File: src/rtl/sram_bridge_pkg.sv
// Shared types and helpers for the byte-to-wide SRAM bridge.
// Holds address split helpers (word/lane), the one-hot lane mask helper and
// the write-combining buffer entry type. Widths are sized for the largest
// supported macro (128-bit data, 16 lanes, 16-bit word address); users
// narrow them with casts.
package sram_bridge_pkg;

    localparam int MAX_NB  = 16;
    localparam int MAX_DW  = 128;
    localparam int MAX_WAW = 16;

    typedef struct packed {
        logic               valid;
        logic [MAX_WAW-1:0] word;
        logic [MAX_DW-1:0]  data;
        logic [MAX_NB-1:0]  mask;
    } wcb_entry_t;

    // Macro word index of a core byte address.
    function automatic logic [MAX_WAW-1:0] word_of(input logic [31:0] addr,
                                                    input int unsigned lw,
                                                    input int unsigned waw);
        return MAX_WAW'((addr >> lw) & ((32'd1 << waw) - 32'd1));
    endfunction

    // Byte lane of a core byte address.
    function automatic logic [3:0] lane_of(input logic [31:0] addr,
                                            input int unsigned lw);
        return 4'(addr & ((32'd1 << lw) - 32'd1));
    endfunction

    // One-hot byte mask for a lane; all zeros if the lane is out of range.
    function automatic logic [MAX_NB-1:0] onehot_mask(input int unsigned lane,
                                                       input int unsigned nb);
        if (lane < nb) begin
            return MAX_NB'(32'd1 << lane);
        end else begin
            return {MAX_NB{1'b0}};
        end
    endfunction

endpackage

File: src/rtl/sram_byte_bridge_if.sv
// Bundle of the core-side byte port, the flush/idle sideband and the
// macro-side 1RW1R port of sram_byte_bridge.
//   slave  : bridge view (core requests in, macro commands out)
//   master : environment view (drives core requests and macro read data)
interface sram_byte_bridge_if #(
    parameter int AW  = 13,
    parameter int DW  = 32,
    parameter int WAW = 8
);
    localparam int NB = DW / 8;

    logic [AW-1:0]  i_sram_waddr;
    logic [7:0]     i_sram_wdata;
    logic           i_sram_wen;
    logic [AW-1:0]  i_sram_raddr;
    logic           i_sram_ren;
    logic [7:0]     o_sram_rdata;
    logic           i_flush;
    logic           o_idle;
    logic           o_mem_we;
    logic [NB-1:0]  o_mem_wmask;
    logic [WAW-1:0] o_mem_waddr;
    logic [DW-1:0]  o_mem_wdata;
    logic           o_mem_re;
    logic [WAW-1:0] o_mem_raddr;
    logic [DW-1:0]  i_mem_rdata;

    modport slave (
        input  i_sram_waddr, i_sram_wdata, i_sram_wen, i_sram_raddr, i_sram_ren,
        input  i_flush, i_mem_rdata,
        output o_sram_rdata, o_idle, o_mem_we, o_mem_wmask, o_mem_waddr,
        output o_mem_wdata, o_mem_re, o_mem_raddr
    );

    modport master (
        output i_sram_waddr, i_sram_wdata, i_sram_wen, i_sram_raddr, i_sram_ren,
        output i_flush, i_mem_rdata,
        input  o_sram_rdata, o_idle, o_mem_we, o_mem_wmask, o_mem_waddr,
        input  o_mem_wdata, o_mem_re, o_mem_raddr
    );

endinterface

File: src/rtl/sram_wcb.sv
// Single-entry write-combining buffer for sram_byte_bridge (built only when
// SRAM_BRIDGE_WCB_EN is defined).
// Merges byte writes to one macro word and emits a single masked macro write
// when the mask fills, the buffer idles FLUSH_IDLE cycles, a flush is forced,
// or a write to another word arrives. Also answers a read-bypass lookup
// against the post-update view (flushed word or next buffer contents).
// Ports: clk/rst_n; wen/wword/wlane/wdata incoming byte write; flush_req;
// rword/rlane bypass lookup -> byp_hit/byp_byte; mem_* macro write port; idle.
module sram_wcb
    import sram_bridge_pkg::*;
#(
    parameter int DW         = 32,
    parameter int WAW        = 8,
    parameter int LW         = 2,
    parameter int FLUSH_IDLE = 4
) (
    input  logic              clk,
    input  logic              rst_n,
    input  logic              wen,
    input  logic [WAW-1:0]    wword,
    input  logic [LW-1:0]     wlane,
    input  logic [7:0]        wdata,
    input  logic              flush_req,
    input  logic [WAW-1:0]    rword,
    input  logic [LW-1:0]     rlane,
    output logic              byp_hit,
    output logic [7:0]        byp_byte,
    output logic              mem_we,
    output logic [DW/8-1:0]   mem_wmask,
    output logic [WAW-1:0]    mem_waddr,
    output logic [DW-1:0]     mem_wdata,
    output logic              idle
);
    localparam int NB = DW / 8;
    localparam int CW = $clog2(FLUSH_IDLE + 1);
    localparam logic [MAX_NB-1:0] FULL_MASK = MAX_NB'((33'd1 << NB) - 33'd1);
    localparam wcb_entry_t EMPTY_ENTRY = {$bits(wcb_entry_t){1'b0}};

    wcb_entry_t        ent_r, nx_s, fl_s, merged_s, load_s;
    logic [CW-1:0]     cnt_r, cnt_nx_s;
    logic              idle_r;
    logic              flush_s, same_word_s, byp_fl_s, byp_nx_s;
    logic [MAX_NB-1:0] lane_mask_s;
    logic [6:0]        wbit_s, rbit_s;

    // Flush decision, merge/load of the incoming byte and idle counter update.
    always_comb begin
        lane_mask_s = onehot_mask(32'(wlane), 32'(NB));
        wbit_s      = 7'({wlane, 3'b000});
        same_word_s = (ent_r.word == MAX_WAW'(wword));

        merged_s                   = ent_r;
        merged_s.data[wbit_s +: 8] = wdata;
        merged_s.mask              = ent_r.mask | lane_mask_s;

        load_s                   = EMPTY_ENTRY;
        load_s.valid             = 1'b1;
        load_s.word              = MAX_WAW'(wword);
        load_s.data[wbit_s +: 8] = wdata;
        load_s.mask              = lane_mask_s;

        flush_s = ent_r.valid && ((ent_r.mask == FULL_MASK) ||
                                  (cnt_r == CW'(FLUSH_IDLE)) ||
                                  flush_req ||
                                  (wen && !same_word_s));

        fl_s     = EMPTY_ENTRY;
        nx_s     = ent_r;
        cnt_nx_s = cnt_r;
        if (flush_s) begin
            cnt_nx_s = CW'(0);
            if (wen && same_word_s) begin
                // Late byte rides along with the outgoing word.
                fl_s = merged_s;
                nx_s = EMPTY_ENTRY;
            end else if (wen) begin
                fl_s = ent_r;
                nx_s = load_s;
            end else begin
                fl_s = ent_r;
                nx_s = EMPTY_ENTRY;
            end
        end else if (wen) begin
            // Without a flush, a valid entry can only be hit by its own word.
            cnt_nx_s = CW'(0);
            if (ent_r.valid) begin
                nx_s = merged_s;
            end else begin
                nx_s = load_s;
            end
        end else if (ent_r.valid && (cnt_r != CW'(FLUSH_IDLE))) begin
            cnt_nx_s = cnt_r + CW'(1);
        end else begin
            cnt_nx_s = cnt_r;
        end
    end

    // Read bypass against the flushed word and the updated buffer entry.
    always_comb begin
        rbit_s   = 7'({rlane, 3'b000});
        byp_fl_s = flush_s && (fl_s.word == MAX_WAW'(rword)) && fl_s.mask[4'(rlane)];
        byp_nx_s = nx_s.valid && (nx_s.word == MAX_WAW'(rword)) && nx_s.mask[4'(rlane)];
        byp_hit  = byp_fl_s || byp_nx_s;
        if (byp_nx_s) begin
            byp_byte = nx_s.data[rbit_s +: 8];
        end else begin
            byp_byte = fl_s.data[rbit_s +: 8];
        end
    end

    assign mem_we    = flush_s;
    assign mem_waddr = WAW'(fl_s.word);
    assign mem_wdata = fl_s.data[DW-1:0];
    assign mem_wmask = fl_s.mask[NB-1:0];
    assign idle      = idle_r;

    // Buffer entry, idle counter and registered idle flag.
    always_ff @(posedge clk or negedge rst_n) begin
        if (!rst_n) begin
            ent_r  <= EMPTY_ENTRY;
            cnt_r  <= CW'(0);
            idle_r <= 1'b1;
        end else begin
            ent_r  <= nx_s;
            cnt_r  <= cnt_nx_s;
            idle_r <= !nx_s.valid;
        end
    end

endmodule

File: src/rtl/sram_byte_bridge.sv
// Bridge from the core's byte-wide SRAM port (separate write/read channels,
// one-cycle read latency) to a DW-bit 1RW1R SRAM macro with byte write mask.
// Define SRAM_BRIDGE_WCB_EN to insert the write-combining buffer (sram_wcb);
// otherwise each byte write goes straight to the macro in the same cycle.
// Ports: i_clk, i_rst_n (async active-low); bus (sram_byte_bridge_if.slave)
// carrying the core byte port, i_flush/o_idle and the macro ports.
module sram_byte_bridge
    import sram_bridge_pkg::*;
#(
    parameter int DW         = 32,
    parameter int DEPTH      = 256,
    parameter int AW         = 13,
    parameter int FLUSH_IDLE = 4
) (
    input  logic               i_clk,
    input  logic               i_rst_n,
    sram_byte_bridge_if.slave  bus
);
    localparam int NB  = DW / 8;
    localparam int LW  = $clog2(NB);
    localparam int WAW = $clog2(DEPTH);

    logic [WAW-1:0] wword_s, rword_s;
    logic [LW-1:0]  wlane_s, rlane_s;
    logic           byp_hit_s;
    logic [7:0]     byp_byte_s, rdata_s;
    logic           rd_pend_r, byp_flag_r;
    logic [LW-1:0]  rd_lane_r;
    logic [7:0]     byp_byte_r, hold_r;

    assign wword_s = WAW'(word_of(32'(bus.i_sram_waddr), 32'(LW), 32'(WAW)));
    assign wlane_s = LW'(lane_of(32'(bus.i_sram_waddr), 32'(LW)));
    assign rword_s = WAW'(word_of(32'(bus.i_sram_raddr), 32'(LW), 32'(WAW)));
    assign rlane_s = LW'(lane_of(32'(bus.i_sram_raddr), 32'(LW)));

    // Macro read is issued combinationally; held low while in reset.
    assign bus.o_mem_re    = bus.i_sram_ren & i_rst_n;
    assign bus.o_mem_raddr = i_rst_n ? rword_s : {WAW{1'b0}};

`ifdef SRAM_BRIDGE_WCB_EN
    sram_wcb #(
        .DW         (DW),
        .WAW        (WAW),
        .LW         (LW),
        .FLUSH_IDLE (FLUSH_IDLE)
    ) u_wcb (
        .clk       (i_clk),
        .rst_n     (i_rst_n),
        .wen       (bus.i_sram_wen),
        .wword     (wword_s),
        .wlane     (wlane_s),
        .wdata     (bus.i_sram_wdata),
        .flush_req (bus.i_flush),
        .rword     (rword_s),
        .rlane     (rlane_s),
        .byp_hit   (byp_hit_s),
        .byp_byte  (byp_byte_s),
        .mem_we    (bus.o_mem_we),
        .mem_wmask (bus.o_mem_wmask),
        .mem_waddr (bus.o_mem_waddr),
        .mem_wdata (bus.o_mem_wdata),
        .idle      (bus.o_idle)
    );
`else
    logic unused_flush_s;

    // Direct path: byte replicated across lanes, mask selects the lane.
    assign bus.o_mem_we    = bus.i_sram_wen & i_rst_n;
    assign bus.o_mem_wmask = i_rst_n ? NB'(onehot_mask(32'(wlane_s), 32'(NB))) : {NB{1'b0}};
    assign bus.o_mem_waddr = i_rst_n ? wword_s : {WAW{1'b0}};
    assign bus.o_mem_wdata = i_rst_n ? {NB{bus.i_sram_wdata}} : {DW{1'b0}};
    assign bus.o_idle      = 1'b1;
    assign unused_flush_s  = bus.i_flush;

    // The macro returns pre-write data, so a same-cycle write to the read byte wins.
    assign byp_hit_s  = bus.i_sram_wen && (wword_s == rword_s) && (wlane_s == rlane_s);
    assign byp_byte_s = bus.i_sram_wdata;
`endif

    // Returned byte: bypass value if captured, else the addressed macro lane.
    always_comb begin
        if (byp_flag_r) begin
            rdata_s = byp_byte_r;
        end else begin
            rdata_s = bus.i_mem_rdata[{rd_lane_r, 3'b000} +: 8];
        end
    end

    assign bus.o_sram_rdata = rd_pend_r ? rdata_s : hold_r;

    // Read request capture and last-returned-byte hold register.
    always_ff @(posedge i_clk or negedge i_rst_n) begin
        if (!i_rst_n) begin
            rd_pend_r  <= 1'b0;
            rd_lane_r  <= {LW{1'b0}};
            byp_flag_r <= 1'b0;
            byp_byte_r <= 8'h00;
            hold_r     <= 8'h00;
        end else begin
            rd_pend_r <= bus.i_sram_ren;
            if (bus.i_sram_ren) begin
                rd_lane_r  <= rlane_s;
                byp_flag_r <= byp_hit_s;
                byp_byte_r <= byp_byte_s;
            end else begin
                rd_lane_r  <= rd_lane_r;
                byp_flag_r <= byp_flag_r;
                byp_byte_r <= byp_byte_r;
            end
            if (rd_pend_r) begin
                hold_r <= rdata_s;
            end else begin
                hold_r <= hold_r;
            end
        end
    end

endmodule
File: src/flat_wrapper.sv
// flat-port wrapper written by rule: the top's interface ports become plain ports
module sram_byte_bridge_flat import sram_bridge_pkg::*;
#(
    parameter int DW         = 32,
    parameter int DEPTH      = 256,
    parameter int AW         = 13,
    parameter int FLUSH_IDLE = 4
)
  (i_clk, i_rst_n, bus_i_sram_waddr, bus_i_sram_wdata, bus_i_sram_wen, bus_i_sram_raddr, bus_i_sram_ren, bus_i_flush, bus_i_mem_rdata, bus_o_sram_rdata, bus_o_idle, bus_o_mem_we, bus_o_mem_wmask, bus_o_mem_waddr, bus_o_mem_wdata, bus_o_mem_re, bus_o_mem_raddr);
  sram_byte_bridge_if #(.AW(AW), .DW(DW)) bus_i ();
  input  logic i_clk;
  input  logic i_rst_n;
  input wire logic [$bits(bus_i.i_sram_waddr)-1:0] bus_i_sram_waddr;
  input wire logic [$bits(bus_i.i_sram_wdata)-1:0] bus_i_sram_wdata;
  input wire logic [$bits(bus_i.i_sram_wen)-1:0] bus_i_sram_wen;
  input wire logic [$bits(bus_i.i_sram_raddr)-1:0] bus_i_sram_raddr;
  input wire logic [$bits(bus_i.i_sram_ren)-1:0] bus_i_sram_ren;
  input wire logic [$bits(bus_i.i_flush)-1:0] bus_i_flush;
  input wire logic [$bits(bus_i.i_mem_rdata)-1:0] bus_i_mem_rdata;
  output wire logic [$bits(bus_i.o_sram_rdata)-1:0] bus_o_sram_rdata;
  output wire logic [$bits(bus_i.o_idle)-1:0] bus_o_idle;
  output wire logic [$bits(bus_i.o_mem_we)-1:0] bus_o_mem_we;
  output wire logic [$bits(bus_i.o_mem_wmask)-1:0] bus_o_mem_wmask;
  output wire logic [$bits(bus_i.o_mem_waddr)-1:0] bus_o_mem_waddr;
  output wire logic [$bits(bus_i.o_mem_wdata)-1:0] bus_o_mem_wdata;
  output wire logic [$bits(bus_i.o_mem_re)-1:0] bus_o_mem_re;
  output wire logic [$bits(bus_i.o_mem_raddr)-1:0] bus_o_mem_raddr;
  assign bus_i.i_sram_waddr = bus_i_sram_waddr;
  assign bus_i.i_sram_wdata = bus_i_sram_wdata;
  assign bus_i.i_sram_wen = bus_i_sram_wen;
  assign bus_i.i_sram_raddr = bus_i_sram_raddr;
  assign bus_i.i_sram_ren = bus_i_sram_ren;
  assign bus_i.i_flush = bus_i_flush;
  assign bus_i.i_mem_rdata = bus_i_mem_rdata;
  assign bus_o_sram_rdata = bus_i.o_sram_rdata;
  assign bus_o_idle = bus_i.o_idle;
  assign bus_o_mem_we = bus_i.o_mem_we;
  assign bus_o_mem_wmask = bus_i.o_mem_wmask;
  assign bus_o_mem_waddr = bus_i.o_mem_waddr;
  assign bus_o_mem_wdata = bus_i.o_mem_wdata;
  assign bus_o_mem_re = bus_i.o_mem_re;
  assign bus_o_mem_raddr = bus_i.o_mem_raddr;
  sram_byte_bridge #(.DW(DW), .DEPTH(DEPTH), .AW(AW), .FLUSH_IDLE(FLUSH_IDLE)) u_core (.i_clk(i_clk), .i_rst_n(i_rst_n), .bus(bus_i));
endmodule
File: config.mk
export PLATFORM = sky130hd
export DESIGN_NAME = sram_byte_bridge_flat
export DESIGN_NICKNAME = d
export VERILOG_FILES = /design/src/rtl/sram_bridge_pkg.sv /design/src/rtl/sram_byte_bridge_if.sv /design/src/rtl/sram_wcb.sv /design/src/rtl/sram_byte_bridge.sv /design/src/flat_wrapper.sv
export SDC_FILE = /design/constraint.sdc
export NUM_CORES = 1
export LEC_CHECK = 0
export CORE_ASPECT_RATIO = 1.75
export CORE_UTILIZATION = 40
export CTS_CLUSTER_SIZE = 16
export DETAILED_ROUTE_END_ITERATION = 12
export DONT_BUFFER_PORTS = 1
export HOLD_SLACK_MARGIN = 0.06
export PLACE_DENSITY_LB_ADDON = 0.25
export RECOVER_POWER = 100
export SLEW_MARGIN = 30
export SYNTH_ARGS = -nofsm -noshare
export SYNTH_HDL_FRONTEND = slang
export SYNTH_SLANG_ARGS = --single-unit
export TNS_END_PERCENT = 1
File: constraint.sdc
create_clock -name i_clk -period 2.9 [get_ports i_clk]
set_input_delay 0 -clock i_clk [delete_from_list [all_inputs] [get_ports i_clk]]
set_output_delay 0 -clock i_clk [all_outputs]
set_load 0.01 [all_outputs]
==> out/qor.txt <==
========================================================================================
Portion of the clock cycle consumed by the worst path in the final layout          80.2%
Critical path's top delay family                                            buffers and inverters
Peak ir drop on the vdd network                                                 0.292 mV
RSZ-0062 raised after global routing                                               false
Leading cell types in the layout, fill and taps excluded                    and2_0, dfrtp_1, dlygate4sd3_1
Final ANT Viol Nets                                                                    0
Total Die Area                                                                 3980 um^2
Relative max-transition margin                                                     28.6%
Initial standard-cell utilization of the core                                      41.4%
Kind of path behind the tightest hold check                                       in2out
CTS buffer count                                                                       3
TritonCTS clock tree                                                                done
Max-cap violations                                                                     0
Total non-filler cell area in the finished layout                              1570 um^2
Num ports                                                                            134
# setup viols final                                                                    0
Post-synthesis instance area                                                   1490 um^2
Maximum clock insertion buffer count                                                   2
Leading cell type in the layout, fill and taps excluded                           and2_0
Number of buffers inserted by port buffering                                           0
Via-to-Cell Ratio                                                                   5.44
Distinct cell type count of the synthesized netlist                                   24
Most common cell type on the critical path                                  dlygate4sd3_1
DRC violation count after routing                                                      0
Routed wirelength normalized by instance count                                   17.2 um
Residual overflow from global routing                                                  0
Starting DRC count in detailed routing                                                27
Global Route Usage Sum                                                             16.0%
Arr. time, crit path                                                             2.47 ns
Clock period minus worst slack                                                   2.32 ns
Post-Syn Area per Cell                                                         9.79 um^2
Total inserted antenna cells                                                           0
Sequential share of the synthesized area                                           33.6%
Cells after synthesis                                                                152
Clk Latency, worst-skew pair                                                     0.26 ns
Number of antenna violations at the first check in global routing                      0
Global-route wire length before repair                                           4.51 mm
Clock slew at the register clock pins of the worst setup and hold paths          0.07 ns
Required time of the worst setup path                                            3.05 ns
Worst setup timing slack at the placement stage                                  1.14 ns
Worst-margin pin slew                                                            1.07 ns
Cell types with the largest area share after synthesis                      dfrtp_1, buf_4, mux4_2
Fill cell instance count of the final layout                                         343
Die X-Extent                                                                     48.1 um
Post-DP Area                                                                   1320 um^2
Worst Clk Skew                                                                0.00372 ns
Synthesized flop and latch total                                                      20
Leakage                                                                         0.597 nW
Die extent in y                                                                  82.7 um
Final count of pins violating max slew                                                 0
Area Overhead vs Synth                                                             5.64%
Routability cong.                                                                  0.670
Count of buffering cells on the critical path with inverters included                  4
Level count of the clock H-tree                                                        1
Core Util, Final                                                                   43.7%
Final worst setup slack                                                         0.576 ns
Site row count                                                                        29
Total nets after synthesis                                                           223
Synth Warn #                                                                           0
Fraction of layout instances using a drive strength above 1                        16.3%
Post-detailed-routing wire length                                                3.21 mm
Outcome                                                                     finished clean
Vias in the first global route                                                      1096
CP max FO                                                                              2
CORE AREA                                                                      3590 um^2
Worst-path cell with the longest stage delay                                dlygate4sd3_1
Post-cts resize count                                                                  0
Cell taking the most area after synthesis                                        dfrtp_1
Slowest Stage Delay on Critical Path                                             0.56 ns
Top cell type's share of synthesized area                                          33.6%
Maximum number of pins on one net before global-route repair                          32
Crit path cell chain                                                        dlygate4sd3_1, xnor2_1, dlygate4sd3_1, nand3_1, dlygate4sd3_1, o22ai_2, dlygate4sd3_1
Fmax                                                                             430 MHz
Power per unit of standard cell area                                         498 nW/um^2
Net count reported at finish                                                         213
Detailed-router iteration count before antenna repair                                  4
Setup CP Type                                                                     in2reg
Number of clock sinks                                                                 20
Kind of start point of the critical path                                    primary input
Master cell of the clock root buffer                                            clkbuf_8
Vias                                                                                1018
Estimated wirelength of the detail-placed design                                 2.54 mm
Count of final hold-check violations                                                   0
Element type at the critical path end                                          flip-flop
Total negative slack                                                                0 ns
========================================================================================
worst register-to-register path, delay by kind of cell, from the launching register on:
kind / cells / cell delay, ns
compound gates: 1 / 0.17
simple gates: 1 / 0.08
flops: 1 / 0.69
mux: 1 / 0.58
synthesized netlist by cell type:
cell type,number
a31oi_1,8
and2_1,26
and3_2,1
and3b_2,1
buf_1,2
buf_2,1
buf_4,26
clkbuf_1,4
clkbuf_2,1
conb_1,1
dfrtp_1,20
inv_2,1
mux2_1,2
mux2_2,8
mux4_2,8
nand2_1,17
nand3_1,2
nand4_1,1
nor2_1,9
nor3b_1,1
o22ai_2,1
or4_1,1
xnor2_1,8
xor2_1,2
registers in the layout (all words and copies together) (netlist names):
register	flops
u_core.byp_byte_r	8
u_core.hold_r	8
u_core.byp_flag_r	1
u_core.rd_pend_r	1
u_core.rd_lane_r	2
where the power goes:
part	internal (mW)	leakage [nW]	total [mW]	switching [mW]
logic	0.0859	0.329	0.171	0.0851
registers	0.310	0.232	0.337	0.0262
clock network	0.184	0.0357	0.275	0.0904
total	0.580	0.597	0.782	0.202
logic make-up after synthesis:
group                  Yosys count  share of synthesized area, %
AO/OA/AOI/OAI                    9                          4.21
multiplexers                    18                          19.7
other                            1                         0.252
flip-flops                      20                          33.6
AND/OR/NAND/NOR                 59                          20.8
XOR/XNOR                        10                          5.89
buffers and inverters           35                          15.6
per-layer routing:
layer / track usage (%) / part of all wire [%]
met1: 14.8 / 31
met2: 30.9 / 57
met3: 2.39 / 9.4
met4: 7.78 / 2.3
met5: 0 / 0
through the flow:
stage | instances | hold WS (ns) | power [mW]
floorplan | 152 | -0.296 | 0.499
global placement | 164 | -0.295 | 0.483
detailed placement | 164 | -0.295 | 0.488
CTS | 186 | 0.102 | 0.796
global route | 187 | 0.118 | 0.822
finish | 187 | 0.103 | 0.782
worst paths after layout:
kind	startpoint	end	slack (ns)	cells after the start
max	bus_i_sram_waddr[4]	u_core.byp_flag_r$_DFFE_PN0P_	0.58	7
min	bus_i_sram_waddr[0]	bus_o_mem_wmask[1]	0.10	2
max reg2reg	u_core.rd_lane_r[0]$_DFFE_PN0P_	u_core.hold_r[1]$_DFF_PN0_	1.18	3
min reg2reg	u_core.byp_byte_r[0]$_DFFE_PN0P_	u_core.byp_byte_r[0]$_DFFE_PN0P_	0.49	1
max in group asynchronous	i_rst_n	u_core.byp_byte_r[7]$_DFFE_PN0P_	1.80	2
min in group asynchronous	i_rst_n	u_core.hold_r[3]$_DFF_PN0_	0.46	2
repair_timing:
action                                 CTS  global route
buffers inserted                         0             0
endpoints found under the hold margin   34            20
hold buffers                            18             1
cell type report:
cell class	count	area [um^2]	share of cell area (%)
multi-input combinational	97	754	48.0
sequential	20	500	31.8
timing repair buffer	19	184	11.7
tap	46	57.6	3.66
clock buffer	3	41.3	2.63
clock inverter	1	30.0	1.91
inverter	1	3.75	0.239
No activity file was read; power rests on OpenSTA's default activity.
